<file path="src/rtl/motor_pwm_driver_if.sv">
// rtl/motor_pwm_driver_if.sv - Speed command and PWM pin bundle between controller and motor driver
interface motor_pwm_driver_if;
  logic       enable;
  logic [6:0] speed_a1_a;
  logic [6:0] speed_b1_a;
  logic [6:0] speed_a1_b;
  logic [6:0] speed_b1_b;
  logic       pwm_a1_a;
  logic       pwm_b1_a;
  logic       pwm_a1_b;
  logic       pwm_b1_b;
  logic       period_start;
  logic       fault;

  modport master (
    output enable, speed_a1_a, speed_b1_a, speed_a1_b, speed_b1_b,
    input  pwm_a1_a, pwm_b1_a, pwm_a1_b, pwm_b1_b, period_start, fault
  );

  modport slave (
    input  enable, speed_a1_a, speed_b1_a, speed_a1_b, speed_b1_b,
    output pwm_a1_a, pwm_b1_a, pwm_a1_b, pwm_b1_b, period_start, fault
  );
endinterface

</file>
<file path="src/rtl/motor_pwm_driver.sv">
// rtl/motor_pwm_driver.sv - Dual H-bridge PWM driver with period-aligned duty updates and reversal dead time
module motor_pwm_driver #(
  parameter int CLK_DIV      = 50,
  parameter int PWM_STEPS    = 100,
  parameter int DEAD_PERIODS = 2
) (
  input logic clk,
  input logic rst,
  motor_pwm_driver_if.slave ctrl
);
  localparam int PRE_W = (CLK_DIV > 1) ? $clog2(CLK_DIV) : 1;
  localparam int PH_W  = (PWM_STEPS > 1) ? $clog2(PWM_STEPS) : 1;
  localparam int CMP_W = (PH_W > 7) ? PH_W : 7;
  localparam int DC_W  = (DEAD_PERIODS > 0) ? $clog2(DEAD_PERIODS + 1) : 1;

  typedef enum logic [1:0] {IDLE, DRV1, DRV2, DEAD} state_t;

  logic [PRE_W-1:0] prescaler;
  logic [PH_W-1:0]  phase;
  logic [6:0]       duty [4];
  state_t           state [2];
  logic [DC_W-1:0]  dead_cnt [2];
  logic [3:0]       pin;
  logic             start_q;
  logic             fault_q;

  logic       tick;
  logic       boundary;
  logic [6:0] next_duty [4];
  logic [1:0] dir1;
  logic [1:0] dir2;
  logic [1:0] conflict;

  function automatic logic [6:0] saturate(input logic [6:0] s);
    return (s > 7'd100) ? 7'd100 : s;
  endfunction

  assign tick     = (prescaler == PRE_W'(CLK_DIV - 1));
  assign boundary = tick && (phase == PH_W'(PWM_STEPS - 1));

  always_comb begin
    dir1         = '0;
    dir2         = '0;
    conflict     = '0;
    next_duty[0] = saturate(ctrl.speed_a1_a);
    next_duty[1] = saturate(ctrl.speed_b1_a);
    next_duty[2] = saturate(ctrl.speed_a1_b);
    next_duty[3] = saturate(ctrl.speed_b1_b);
    for (int b = 0; b < 2; b++) begin
      dir1[b]     = (next_duty[2*b] != 7'd0) && (next_duty[2*b+1] == 7'd0);
      dir2[b]     = (next_duty[2*b] == 7'd0) && (next_duty[2*b+1] != 7'd0);
      conflict[b] = (next_duty[2*b] != 7'd0) && (next_duty[2*b+1] != 7'd0);
    end
  end

  always_ff @(posedge clk or posedge rst) begin
    if (rst) begin
      prescaler <= '0;
      phase     <= '0;
    end else begin
      prescaler <= tick ? '0 : prescaler + 1'b1;
      if (tick) begin
        phase <= (phase == PH_W'(PWM_STEPS - 1)) ? '0 : phase + 1'b1;
      end
    end
  end

  // Shadow duties, bridge FSMs and pins; commands only take effect at the period boundary.
  always_ff @(posedge clk or posedge rst) begin
    if (rst) begin
      for (int i = 0; i < 4; i++) duty[i] <= '0;
      for (int b = 0; b < 2; b++) begin
        state[b]    <= IDLE;
        dead_cnt[b] <= '0;
      end
      pin     <= '0;
      start_q <= 1'b0;
      fault_q <= 1'b0;
    end else begin
      start_q <= boundary;
      if (boundary) begin
        for (int i = 0; i < 4; i++) duty[i] <= next_duty[i];
        fault_q <= |conflict;
        for (int b = 0; b < 2; b++) begin
          case (state[b])
            IDLE: begin
              if (dir1[b])      state[b] <= DRV1;
              else if (dir2[b]) state[b] <= DRV2;
            end
            DRV1: begin
              if (dir2[b]) begin
                if (DEAD_PERIODS == 0) begin
                  state[b] <= DRV2;
                end else begin
                  state[b]    <= DEAD;
                  dead_cnt[b] <= DC_W'(DEAD_PERIODS);
                end
              end else if (!dir1[b]) begin
                state[b] <= IDLE;
              end
            end
            DRV2: begin
              if (dir1[b]) begin
                if (DEAD_PERIODS == 0) begin
                  state[b] <= DRV1;
                end else begin
                  state[b]    <= DEAD;
                  dead_cnt[b] <= DC_W'(DEAD_PERIODS);
                end
              end else if (!dir2[b]) begin
                state[b] <= IDLE;
              end
            end
            default: begin
              if (dead_cnt[b] > DC_W'(1)) begin
                dead_cnt[b] <= dead_cnt[b] - 1'b1;
              end else begin
                dead_cnt[b] <= '0;
                state[b]    <= IDLE;
              end
            end
          endcase
        end
      end
      for (int b = 0; b < 2; b++) begin
        pin[2*b]   <= ctrl.enable && (state[b] == DRV1) &&
                      (CMP_W'(phase) < CMP_W'(duty[2*b]));
        pin[2*b+1] <= ctrl.enable && (state[b] == DRV2) &&
                      (CMP_W'(phase) < CMP_W'(duty[2*b+1]));
      end
    end
  end

  assign ctrl.pwm_a1_a     = pin[0];
  assign ctrl.pwm_b1_a     = pin[1];
  assign ctrl.pwm_a1_b     = pin[2];
  assign ctrl.pwm_b1_b     = pin[3];
  assign ctrl.period_start = start_q;
  assign ctrl.fault        = fault_q;
endmodule
</file>
<file path="src/flat_wrapper.sv">
// flat-port wrapper written by rule: the top's interface ports become plain ports
module motor_pwm_driver_flat 
#(
  parameter int CLK_DIV      = 50,
  parameter int PWM_STEPS    = 100,
  parameter int DEAD_PERIODS = 2
)
  (clk, rst, ctrl_enable, ctrl_speed_a1_a, ctrl_speed_b1_a, ctrl_speed_a1_b, ctrl_speed_b1_b, ctrl_pwm_a1_a, ctrl_pwm_b1_a, ctrl_pwm_a1_b, ctrl_pwm_b1_b, ctrl_period_start, ctrl_fault);
  motor_pwm_driver_if ctrl_i ();
  input logic clk;
  input logic rst;
  input wire logic [$bits(ctrl_i.enable)-1:0] ctrl_enable;
  input wire logic [$bits(ctrl_i.speed_a1_a)-1:0] ctrl_speed_a1_a;
  input wire logic [$bits(ctrl_i.speed_b1_a)-1:0] ctrl_speed_b1_a;
  input wire logic [$bits(ctrl_i.speed_a1_b)-1:0] ctrl_speed_a1_b;
  input wire logic [$bits(ctrl_i.speed_b1_b)-1:0] ctrl_speed_b1_b;
  output wire logic [$bits(ctrl_i.pwm_a1_a)-1:0] ctrl_pwm_a1_a;
  output wire logic [$bits(ctrl_i.pwm_b1_a)-1:0] ctrl_pwm_b1_a;
  output wire logic [$bits(ctrl_i.pwm_a1_b)-1:0] ctrl_pwm_a1_b;
  output wire logic [$bits(ctrl_i.pwm_b1_b)-1:0] ctrl_pwm_b1_b;
  output wire logic [$bits(ctrl_i.period_start)-1:0] ctrl_period_start;
  output wire logic [$bits(ctrl_i.fault)-1:0] ctrl_fault;
  assign ctrl_i.enable = ctrl_enable;
  assign ctrl_i.speed_a1_a = ctrl_speed_a1_a;
  assign ctrl_i.speed_b1_a = ctrl_speed_b1_a;
  assign ctrl_i.speed_a1_b = ctrl_speed_a1_b;
  assign ctrl_i.speed_b1_b = ctrl_speed_b1_b;
  assign ctrl_pwm_a1_a = ctrl_i.pwm_a1_a;
  assign ctrl_pwm_b1_a = ctrl_i.pwm_b1_a;
  assign ctrl_pwm_a1_b = ctrl_i.pwm_a1_b;
  assign ctrl_pwm_b1_b = ctrl_i.pwm_b1_b;
  assign ctrl_period_start = ctrl_i.period_start;
  assign ctrl_fault = ctrl_i.fault;
  motor_pwm_driver #(.CLK_DIV(CLK_DIV), .PWM_STEPS(PWM_STEPS), .DEAD_PERIODS(DEAD_PERIODS)) u_core (.clk(clk), .rst(rst), .ctrl(ctrl_i));
endmodule
</file>
<file path="config.mk">
export PLATFORM = sky130hd
export DESIGN_NAME = motor_pwm_driver_flat
export DESIGN_NICKNAME = d
export VERILOG_FILES = /design/src/rtl/motor_pwm_driver_if.sv /design/src/rtl/motor_pwm_driver.sv /design/src/flat_wrapper.sv
export SDC_FILE = /design/constraint.sdc
export NUM_CORES = 1
export LEC_CHECK = 0
export ABC_AREA = 0
export BUFFER_PORTS_ARGS = -buffer_cell sky130_fd_sc_hd__buf_2
export CAP_MARGIN = 20
export CORE_UTILIZATION = 55
export CTS_BUF_LIST = sky130_fd_sc_hd__clkbuf_2 sky130_fd_sc_hd__clkbuf_4 sky130_fd_sc_hd__clkbuf_8
export DETAILED_ROUTE_END_ITERATION = 8
export GPL_ROUTABILITY_DRIVEN = 0
export PLACE_DENSITY = 0.83
export SLEW_MARGIN = 15
export SYNTH_ARGS = -nofsm -noshare
export SYNTH_HDL_FRONTEND = slang
export SYNTH_SLANG_ARGS = --single-unit
</file>
<file path="constraint.sdc">
create_clock -name clk -period 2.5 [get_ports clk]
set_input_delay 0.25 -clock clk [delete_from_list [all_inputs] [get_ports clk]]
set_output_delay 0.25 -clock clk [all_outputs]
set_load 0.1 [all_outputs]
</file>
== After elaboration in Yosys (flattened, before gate mapping) ==
Cells that the tools add are included.
Cells by class
  bitwise operators: 2
  equal/unequal tests: 18
  reduce and logical (&&, ||, !) cells: 30
  add/subtract/negate cells: 4
  magnitude comparators: 10
  mux-type cells: 28
Operator list (count)
  two-way mux 2 bit: 18
  two-way mux 7 bit: 5
  greater-than comparator 7 bit, second input constant: 4
  logical NOT 7 bit: 4
  < comparator 7 bit: 4
  nonzero test 7 bit: 4
  case mux 2 bit (3 select lines): 4
  logical AND 1 bit: 15
  AND reduction 5 bit: 2
  inequality test 2 x 1 -> 1 bit, second input constant: 4
  inequality test 4 bit, second input constant: 2
  AND reduction 4 bit: 2
  adder 7 x 1 -> 7 bit, second input constant: 1
  == test 7 bit, second input constant: 1
  adder 6 x 1 -> 6 bit, second input constant: 1
  == test 6 bit, second input constant: 1
  two-way mux 6 bit: 1
  inequality test 3 x 1 -> 1 bit, second input constant: 2
  inequality test 3 x 2 -> 1 bit, second input constant: 2
  inequality test 3 bit, second input constant: 2
  == test 2 x 1 -> 1 bit, second input constant: 2
  == test 2 bit, second input constant: 2
  greater-than comparator 2 x 1 -> 1 bit, second input constant: 2
  logical NOT 2 bit: 2
  other kinds (3): 5
Word-level totals
  register bits after elaboration: 55
  input bits: 31

== Longest topological paths before layout ==
Gate-level depths: netlist of run 1.
  word-level depth: 7
  depth in mapped cells: 9
  gate-level depth less buffers: 7

== Least setup slack after synthesis of run 1 ==
OpenSTA, ideal clock, no wires.
  path kind: register to register
  start: reg u_core.state[2] (netlist bit)
  end: reg u_core.state[2] (netlist bit)
  arrival time: 2.195 ns
  clock period less this slack: 2.319 ns
  data required time: 2.375 ns
  path slack: 0.181 ns
  setup time: 0.125 ns
  stages on the path, launching flop included: 8
  path buffers: 0
  cells stage by stage: dfrtp_1 > inv_1 > ha_1 > or4b_2 > and4_1 > nor4b_1 > a21oi_1 > mux2_2
Between the ends
  longest elaborated chain between the ends: 3
  elaborated cells between the ends (all ways): 9
  classes of those cells: eq/ne (6); mux (1); reduce/logical (2)
RTL lines
  from (decl): RTL line motor_pwm_driver.sv:21  | state_t state [2];
  from (signal, indexed assignment): RTL line motor_pwm_driver.sv:73  | state[b] <= IDLE;
  from (signal, indexed assignment): RTL line motor_pwm_driver.sv:87  | if (dir1[b]) state[b] <= DRV1;
  from (signal, indexed assignment): RTL line motor_pwm_driver.sv:88  | else if (dir2[b]) state[b] <= DRV2;
  == test 2 bit (tied with other cells): RTL line motor_pwm_driver.sv:85  | case (state[b])
  inequality test 4 bit (no line) (tied with other cells)
  AND reduction 5 bit (no line)
Parallel ways exist; a longest one is shown, timed or not.
A chain may end at the register's enable or synchronous reset.

== Worst setup path in the final report of run 1 ==
  start: reg u_core.state[2] (netlist bit)
  end: reg u_core.state[3] (netlist bit)
The elaborated chain is that of the path after synthesis.

==> results of run 1 <==
## timing repair
item | CTS | global route
setup endpoints to repair | 0 | 2
resized for setup | 0 | 1
buffers inserted | 0 | 2
hold buffers | 1 | 0
endpoints found under the hold margin | 17 | 0
## worst paths after layout
kind / end / startpoint / slack [ns] / cells after the start
setup / recovery: u_core.state[3] / u_core.state[2] / -0.006 / 7
hold / removal: u_core.duty[14] / ctrl_speed_b1_a[0] / 0.18 / 3
setup reg to reg: u_core.state[3] / u_core.state[2] / -0.006 / 7
hold reg to reg: u_core.duty[0] / u_core.duty[0] / 0.50 / 2
max in group asynchronous: u_core.duty[22] / rst / 1.50 / 4
min in group asynchronous: u_core.duty[15] / rst / 0.45 / 3
## layout make-up
class                           count  area, um2
Tap cell                           72       90.1
Clock inverter                      2       35.0
Timing Repair Buffer               55        338
Sequential cell                    55       1380
Multi-Input combinational cell    257       1750
Inverter                           37        139
Clock buffer                        6       82.6
Fill cell                         470       1830
## layout by cell type, fill, tap and decap left out, types with 2 or more instances in the layout
cell type  count
or2_2          3
or4b_2         2
inv_1         36
nand2b_1       5
a31oi_1        7
and2_2         2
mux2_2         2
dfrtp_1       55
nand2_1       47
mux2i_1        2
a21oi_1       14
a211oi_1       2
o211ai_1       3
or3_1          3
xor2_1         3
o2111ai_1      3
a21o_1         4
buf_4         17
nor4_1         5
nand3_1       18
a22o_1         3
or4_1          2
xnor2_1        4
buf_2         36
clkbuf_8       6
nor3_1         8
o21ai_0       40
nand4_1        2
nor2_1        18
and4_1         2
ha_1          34
a211o_1        4
## registers in the layout, indices dropped and copies added (netlist names)
| name | count |
|---|---|
| u_core.duty | 28 |
| u_core.dead_cnt | 4 |
| u_core.state | 4 |
| u_core.ctrl.period_start | 1 |
| u_core.ctrl.fault | 1 |
| u_core.phase | 7 |
| u_core.prescaler | 6 |
| u_core.pin | 4 |
## tightest hold or removal path, stage by stage
cell     delay, ns
buf_2         0.11
nand2_1       0.04
o21ai_0       0.06
## logic make-up after synthesis
family	count (synthesis)	synth area share
flip-flops	55	0.417
AND/OR/NAND/NOR	123	0.187
AO/OA/AOI/OAI	87	0.174
XOR/XNOR	7	0.0186
adder cells (fa/ha/maj)	35	0.133
buffers and inverters	44	0.0531
multiplexers	5	0.0175
## routing by layer
metal	GRT usage	vias up
met1	0.320	1342
met2	0.445	79
li1	-	1360
met3	0.0457	4
met4	0.0727	0
met5	0	-
## stage by stage
stage	cells	setup slack [ns]	total power, mW
final	484	-0.00573	1.62
after global routing	484	-0.0278	1.68
after CTS	482	0.0439	1.63
after detailed placement	473	0.0630	1.01
after global placement	473	0.187	1.01
after floorplan	356	0.181	0.957
## power groups by stage
stage / Sequential (mW) / Combinational [mW] / Clock (mW)
6_report: 0.897 / 0.0998 / 0.623
5_1_grt: 0.897 / 0.113 / 0.666
4_1_cts: 0.897 / 0.101 / 0.629
3_5_place_dp: 0.915 / 0.0989 / 0
3_3_place_gp: 0.914 / 0.0959 / 0
2_1_floorplan: 0.915 / 0.0423 / 0
==> results.json, run 1 <==
{
  "max_stage_delay_ns": 0.71,
  "clock_skew_ns": 0.00690,
  "layout-drive-gt1-share": 0.201,
  "rows": 27,
  "crit_type": "reg2reg",
  "pwr-share-comb": 0.062,
  "power_frac_seq": 0.554,
  "met3WireLength_um": 346,
  "clk_pin_slew_worst_paths_ns": 0.10,
  "synth_nets": 422,
  "met2WireLength_mm": 3.65,
  "yosys-top-cells-area": "dfrtp_1, ha_1, o21ai_0, nand2_1, inv_1",
  "swShare": 0.225,
  "critPathRequiredTime_ns": 2.70,
  "totalWireLength_mm": 7.35,
  "postPlaceCellArea_um2": 3660,
  "final_net_count": 477,
  "ys_seq_area_frac": 0.417,
  "cts_tree": "done",
  "worst-slew-pin-transition_ns": 0.604,
  "path_max_fanout": 4,
  "endpoint_kind": "flip-flop",
  "crit_chain": "inv_1 > ha_1 > or4b_2 > and4_1 > nor4b_1 > a21oi_1 > mux2_2",
  "coreArea_um2": 5640,
  "grt_pass1_wl_mm": 12.4,
  "hold_viol_final": 0,
  "syn_inst": 356,
  "route.detailed.drc": 0,
  "clk_latency_ns": 0.31,
  "clockPowerShare": 0.385,
  "startpoint_type": "flip-flop",
  "syn_area_um2": 3300,
  "die-area_um2": 6310,
  "setup_ws_ns": -0.00573,
  "synth_common_cells": "dfrtp_1, nand2_1, o21ai_0, inv_1, ha_1",
  "vias_per_cell": 5.75,
  "violations": "setup timing",
  "slew_headroom": 0.594,
  "num_vias": 2785,
  "yosysMostFrequentCell": "dfrtp_1",
  "drt_iter0_drc": 201,
  "track_usage": 0.255,
  "overflow": 0,
  "critPathBufInv": 1,
  "fin_area_um2": 3810,
  "cts-root-buf": "clkbuf_8",
  "drv_slew": 0,
  "dpl.hpwl_mm": 5.47,
  "met1_length_mm": 3.30,
  "io_pins": 37,
  "yosysUniqueCellTypes": 46,
  "die_width_um": 79.4,
  "die_h_um": 79.4,
  "slowest_stage": "or4b_2",
  "setup_viol": 1,
  "max_cap_viol_count": 0,
  "antenna_found_initial": 0,
  "wire_per_inst_um": 15.2,
  "ant_nets": 0,
  "cp.arrival_ns": 2.71,
  "whs_ns": 0.181,
  "syn_area_per_cell_um2": 9.26,
  "period_share": 1.00,
  "status": "finished with violations",
  "diodes": 0,
  "async_flop_share": 1.00,
  "grt_pass1_vias": 2734,
  "intPower_mw": 1.26,
  "yosysWarnings": 0,
  "cts_buffers": 5,
  "grt_max_degree": 39,
  "ir_drop_v": 0.000355,
  "first_pass_iters": 4,
  "fin_tns_setup_ns": -0.00573,
  "hold_path_class": "in2reg",
  "p_switching_uw": 364,
  "yosysTopAreaCell": "dfrtp_1",
  "cp_top_family": "simple AND/OR/NAND/NOR gates",
  "area_delta_synth_final_pct": 15.5,
  "fin_crit_ns": 2.51,
  "ctsLongestPathBuffers": 2,
  "initial_core_util": 0.584,
  "highest_layer": "met4",
  "final_core_util": 0.675,
  "max_freq_ghz": 0.399,
  "io_buffers": 36,
  "p_per_area_nw_per_um2": 425,
  "synth_ff_type": "dfrtp_1",
  "synth-edff-count": 0,
  "ys_ff_latch": 55,
  "p_leak_nw": 1.95,
  "htree_levels": 2,
  "synth_top_cell_area_share": 0.417,
  "numClockSinks": 55
}
Note: power is estimated with default switching activity, not from simulation.
==> run 2: changes to the inputs <==
--- a/config.mk
+++ b/config.mk
@@ -12,7 +12,7 @@
 export CTS_BUF_LIST = sky130_fd_sc_hd__clkbuf_2 sky130_fd_sc_hd__clkbuf_4 sky130_fd_sc_hd__clkbuf_8
 export DETAILED_ROUTE_END_ITERATION = 8
 export GPL_ROUTABILITY_DRIVEN = 0
-export PLACE_DENSITY = 0.83
+export PLACE_DENSITY = 0.75
 export SLEW_MARGIN = 15
 export SYNTH_ARGS = -nofsm -noshare
 export SYNTH_HDL_FRONTEND = slang
==> run 2 against run 1 <==
The flow now finishes without violations. Clock-buffer cell count increased by 2. Die area is the same. Hold slack lost 0.17 ns. Critical path type unchanged. Critical endpoint unchanged. Largest power group unchanged.
==> results.json, run 2 (synthesis gave the netlist of run 1 again) <==
{
  "startpoint_type": "flip-flop",
  "grt_pass1_wl_mm": 12.7,
  "io_pins": 37,
  "pwr-share-comb": 0.064,
  "whs_ns": 0.00963,
  "intPower_mw": 1.20,
  "swShare": 0.224,
  "clock_skew_ns": 0.0110,
  "p_leak_nw": 1.95,
  "reg2reg_slack_ns": 0.1,
  "setup_ws_ns": 0.0991,
  "overflow": 0,
  "ctsLongestPathBuffers": 2,
  "top_regs": "u_core.duty: 28 flops, u_core.phase: 7 flops, u_core.prescaler: 6 flops",
  "endpoint_kind": "flip-flop",
  "layout_common_cells": "dfrtp_1, nand2_1, o21ai_0",
  "die_h_um": 79.4,
  "rows": 27,
  "top_register": "u_core.duty",
  "die_width_um": 79.4,
  "layout_commonest_cell": "dfrtp_1",
  "area_delta_synth_final_pct": 15.3,
  "clockPowerShare": 0.353,
  "crit_type": "reg2reg",
  "route.detailed.drc": 0,
  "fin_crit_ns": 2.40,
  "drt_iter0_drc": 141,
  "dp_slack_ns": 0.0791,
  "grt_util_met1": 0.318,
  "critPathRequiredTime_ns": 2.69,
  "fin_area_um2": 3800,
  "period_share": 0.960,
  "layout-drive-gt1-share": 0.209,
  "crit_chain": "inv_1 > ha_1 > or4b_2 > and4_1 > nor4b_1 > a21oi_1 > mux2_2",
  "status": "complete, no violations",
  "dpl.hpwl_mm": 5.54,
  "max_freq_ghz": 0.417,
  "fin_tns_setup_ns": 0,
  "initial_core_util": 0.584,
  "vias_per_cell": 5.69,
  "path_max_fanout": 4,
  "slew_headroom": 0.579,
  "diodes": 0,
  "power_frac_seq": 0.582,
  "hold_viol_final": 0,
  "clk_latency_ns": 0.30,
  "cts_tree": "done",
  "largest_reg_flops": 28,
  "antenna_found_initial": 0,
  "cts-root-buf": "clkbuf_8",
  "die-area_um2": 6310,
  "numClockSinks": 55,
  "setup_viol": 0,
  "first_pass_iters": 5,
  "grt_busiest_layer": "met2",
  "hold_path_class": "in2async",
  "p_switching_uw": 345,
  "max_cap_viol_count": 0,
  "cts_buffers": 5,
  "track_usage": 0.262,
  "worst-slew-pin-transition_ns": 0.630,
  "num_vias": 2756,
  "max_stage_delay_ns": 0.67,
  "cp.arrival_ns": 2.59,
  "rsz0062_at_grt": "no",
  "wire_per_inst_um": 15.3,
  "p_per_area_nw_per_um2": 405,
  "grt_use_met3": 0.0480,
  "totalWireLength_mm": 7.39,
  "ant_nets": 0,
  "ir_drop_v": 0.000298,
  "final_net_count": 477,
  "critPathBufInv": 1,
  "hold_buffers": 0,
  "clk_pin_slew_worst_paths_ns": 0.10,
  "io_buffers": 36,
  "coreArea_um2": 5640,
  "cp_top_family": "simple AND/OR/NAND/NOR gates",
  "htree_levels": 2,
  "drv_slew": 0,
  "grtUsageMet2": 0.457,
  "slowest_stage": "or4b_2",
  "grt_max_degree": 32,
  "grt_pass1_vias": 2824,
  "postPlaceCellArea_um2": 3660
}
==> run 2: path summary, 6_finish.rpt <==
check,startpoint,endpoint,cells past startpoint
min reg2reg,u_core.duty[0],u_core.duty[0],2
min in group clk,ctrl_speed_b1_b[1],u_core.duty[1],3
max,u_core.state[2],u_core.state[3],7
max in group asynchronous,rst,u_core.state[0],3
min,rst,u_core.duty[22],2
max reg2reg,u_core.state[2],u_core.state[3],7
==> run 2: metal layers <==
metal | wire length (um) | vias to the layer above
met1 | 3240 | 1293
met5 | 0 | -
met4 | 125 | 0
met3 | 387 | 16
li1 | - | 1363
met2 | 3650 | 84
==> run 2: layout make-up <==
type | instances | area, um2
clock buffer | 8 | 104
fill | 450 | 1840
inverter | 37 | 139
multi-input combinational | 257 | 1760
sequential | 55 | 1380
tap | 72 | 90.1
timing repair buffer | 55 | 335
==> run 2: power by group through the flow <==
stage               Clock (mW)  Combinational, mW  Sequential [mW]
floorplan                    0             0.0423            0.915
global placement             0             0.0970            0.914
detailed placement           0             0.0998            0.914
CTS                      0.559              0.100            0.897
global route             0.596              0.113            0.898
finish                   0.544             0.0993            0.897
==> run 2: repair_timing <==
item / in CTS / in global routing
buffers inserted: 0 / 3
gates resized for setup: 0 / 3
setup endpoints to repair: 0 / 3
==> run 2: per-stage QoR <==
stage          power, mW  instances  utilization
6_report            1.54        484        0.674
5_1_grt             1.61        484        0.674
2_1_floorplan      0.957        356            -
4_1_cts             1.56        481        0.668
3_5_place_dp        1.01        473        0.649
3_3_place_gp        1.01        473        0.649
==> run 3: changes to the inputs <==
--- a/config.mk
+++ b/config.mk
@@ -6,7 +6,7 @@
 export NUM_CORES = 1
 export LEC_CHECK = 0
 export ABC_AREA = 0
-export BUFFER_PORTS_ARGS = -buffer_cell sky130_fd_sc_hd__buf_2
+export BUFFER_PORTS_ARGS = -buffer_cell sky130_fd_sc_hd__clkbuf_2
 export CAP_MARGIN = 20
 export CORE_UTILIZATION = 55
 export CTS_BUF_LIST = sky130_fd_sc_hd__clkbuf_2 sky130_fd_sc_hd__clkbuf_4 sky130_fd_sc_hd__clkbuf_8
==> constraint.sdc (replaced) <==
create_clock -name clk -period 1.95 [get_ports clk]
set_input_delay 0.195 -clock clk [delete_from_list [all_inputs] [get_ports clk]]
set_output_delay 0.195 -clock clk [all_outputs]
set_load 0.1 [all_outputs]
==> run 3 against run 2 <==
The flow now finishes with violations (setup timing). Highest routed layer unchanged. Die area did not move. Combinational power rose by 58%. Critical path depth did not move.
==> results.json, run 3 (synthesis gave the netlist of run 1 again) <==
{
  "status": "finished with violations",
  "violations": "setup timing",
  "fin_crit_ns": 2.08,
  "critical_path.reg2reg.startpoint": "u_core.state[2]",
  "grt_pass1_wl_mm": 13.6,
  "cp_top_family": "simple AND/OR/NAND/NOR gates",
  "diodes": 0,
  "layout_common_cells": "buf_4, dfrtp_1, nand2_1",
  "io_pins": 37,
  "reg2reg_to": "u_core.state[2]",
  "slowest_stage": "or4b_4",
  "ir_drop_v": 0.000488,
  "top_regs": "u_core.duty: 28 flops, u_core.phase: 7 flops, u_core.prescaler: 6 flops",
  "die-area_um2": 6310,
  "top_register": "u_core.duty",
  "period_share": 1.07,
  "num_vias": 2982,
  "clk_pin_slew_worst_paths_ns": 0.10,
  "cts_tree": "done",
  "hold_path_depth": 3,
  "route.detailed.drc": 0,
  "cts-root-buf": "clkbuf_8",
  "p_per_area_nw_per_um2": 477,
  "io_buffers": 36,
  "grt_max_degree": 56,
  "grt_pass1_vias": 2983,
  "intPower_mw": 1.63,
  "numClockSinks": 55,
  "rsz0062_at_grt": "yes",
  "initial_core_util": 0.584,
  "critPathBufInv": 1,
  "p_switching_uw": 458,
  "critPathRequiredTime_ns": 2.15,
  "ctsLongestPathBuffers": 2,
  "max_freq_ghz": 0.481,
  "crit_type": "reg2reg",
  "totalWireLength_mm": 8.19,
  "max_stage_delay_ns": 0.47,
  "track_usage": 0.277,
  "p_leak_nw": 2.22,
  "worstHoldStart": "ctrl_speed_a1_a[2]",
  "final_core_util": 0.777,
  "whs_endpoint": "u_core.duty[23]",
  "cp.arrival_ns": 2.28,
  "crit_chain": "inv_2 > ha_2 > or4b_4 > and4_4 > nor4b_4 > a21oi_2 > mux2_4",
  "clock_skew_ns": 0.0110,
  "layout-drive-gt1-share": 0.330,
  "slew_headroom": 0.641,
  "antenna_found_initial": 0,
  "path_max_fanout": 3,
  "dpl.hpwl_mm": 5.81,
  "wire_per_inst_um": 15.4,
  "reg2reg_slack_ns": -0.13,
  "rows": 27,
  "power_frac_seq": 0.550,
  "area_delta_synth_final_pct": 33.0,
  "drt_iter0_drc": 148,
  "worst-slew-pin-transition_ns": 0.541,
  "pwr-share-comb": 0.075,
  "die_h_um": 79.4,
  "coreArea_um2": 5640,
  "largest_reg_flops": 28,
  "hold_viol_final": 0,
  "cts_buffers": 5,
  "clk_latency_ns": 0.31,
  "setup_viol": 4,
  "overflow": 0,
  "layout_commonest_cell": "buf_4",
  "clockPowerShare": 0.374,
  "first_pass_iters": 4,
  "dp_slack_ns": -0.271,
  "drv_slew": 0,
  "vias_per_cell": 5.61,
  "max_cap_viol_count": 0,
  "final_net_count": 525,
  "htree_levels": 2,
  "ant_nets": 0,
  "hold_path_class": "in2reg",
  "die_width_um": 79.4,
  "ff2ff_path_depth": 7,
  "endpoint_kind": "flip-flop",
  "setup_ws_ns": -0.128,
  "startpoint_type": "flip-flop",
  "swShare": 0.219
}
==> run 3: area by class of cell <==
| cell class | instances | area (um2) |
|---|---|---|
| multi-input combinational | 257 | 1910 |
| sequential | 55 | 1380 |
| fill | 410 | 1260 |
| timing repair buffer | 103 | 739 |
| inverter | 37 | 146 |
| tap | 72 | 90.1 |
| clock buffer | 6 | 82.6 |
| clock inverter | 2 | 35.0 |
==> run 3: per-layer routing <==
| layer | part of all wire | global-route usage | vias to the layer above | routed length (um) |
|---|---|---|---|---|
| li1 | - | - | 1461 | - |
| met1 | 0.45 | 0.363 | 1451 | 3710 |
| met2 | 0.50 | 0.474 | 49 | 4130 |
| met3 | 0.019 | 0.0331 | 21 | 155 |
| met4 | 0.024 | 0.0855 | 0 | 195 |
| met5 | 0 | 0 | - | 0 |
==> run 3: repair_timing <==
action | CTS | global route
gates cloned | 0 | 2
endpoints found under the setup margin | 12 | 30
resized for setup | 7 | 22
buffers inserted | 3 | 7
hold buffers | 1 | 0
pin swaps | 5 | 9
endpoints found under the hold margin | 55 | 0
==> run 3: worst reg2reg max path: cells and delay by family, from the launching register on <==
family | cells | cell delay (ns)
compound gates | 1 | 0.18
fa+ha+maj | 1 | 0.19
buf+inv | 1 | 0.08
flops | 1 | 0.44
mux | 1 | 0.32
simple gates | 3 | 0.77
==> run 3: worst max path at each step <==
stage	from	end	slack, ns	cells after the start
2_1_floorplan	u_core.state[2]	u_core.state[2]	-0.22	7
3_3_place_gp	u_core.state[3]	u_core.state[2]	-0.22	7
3_5_place_dp	u_core.state[3]	u_core.state[3]	-0.27	7
4_1_cts	u_core.state[2]	u_core.state[3]	-0.12	7
5_1_grt	u_core.state[3]	u_core.state[2]	-0.20	7
6_report	u_core.state[2]	u_core.state[2]	-0.13	7
==> run 3: through the flow <==
step	instance area (um2)	power, mW	hold WS (ns)	std cells	setup TNS (ns)
after floorplan	3390	1.23	0.312	356	-0.468
after detailed placement	4040	1.32	0.258	511	-1.08
after global routing	4380	2.16	0.160	532	-1.44
final	4380	2.09	0.146	532	-0.321
after global placement	4040	1.32	0.256	511	-0.689
after CTS	4220	2.09	0.144	523	-0.272
==> run 3: power groups by stage <==
stage | logic [mW] | clock network (mW) | registers, mW
final | 0.157 | 0.782 | 1.15
after global placement | 0.150 | 0 | 1.17
after floorplan | 0.0551 | 0 | 1.17
after CTS | 0.155 | 0.789 | 1.15
after global routing | 0.176 | 0.835 | 1.15
after detailed placement | 0.152 | 0 | 1.17
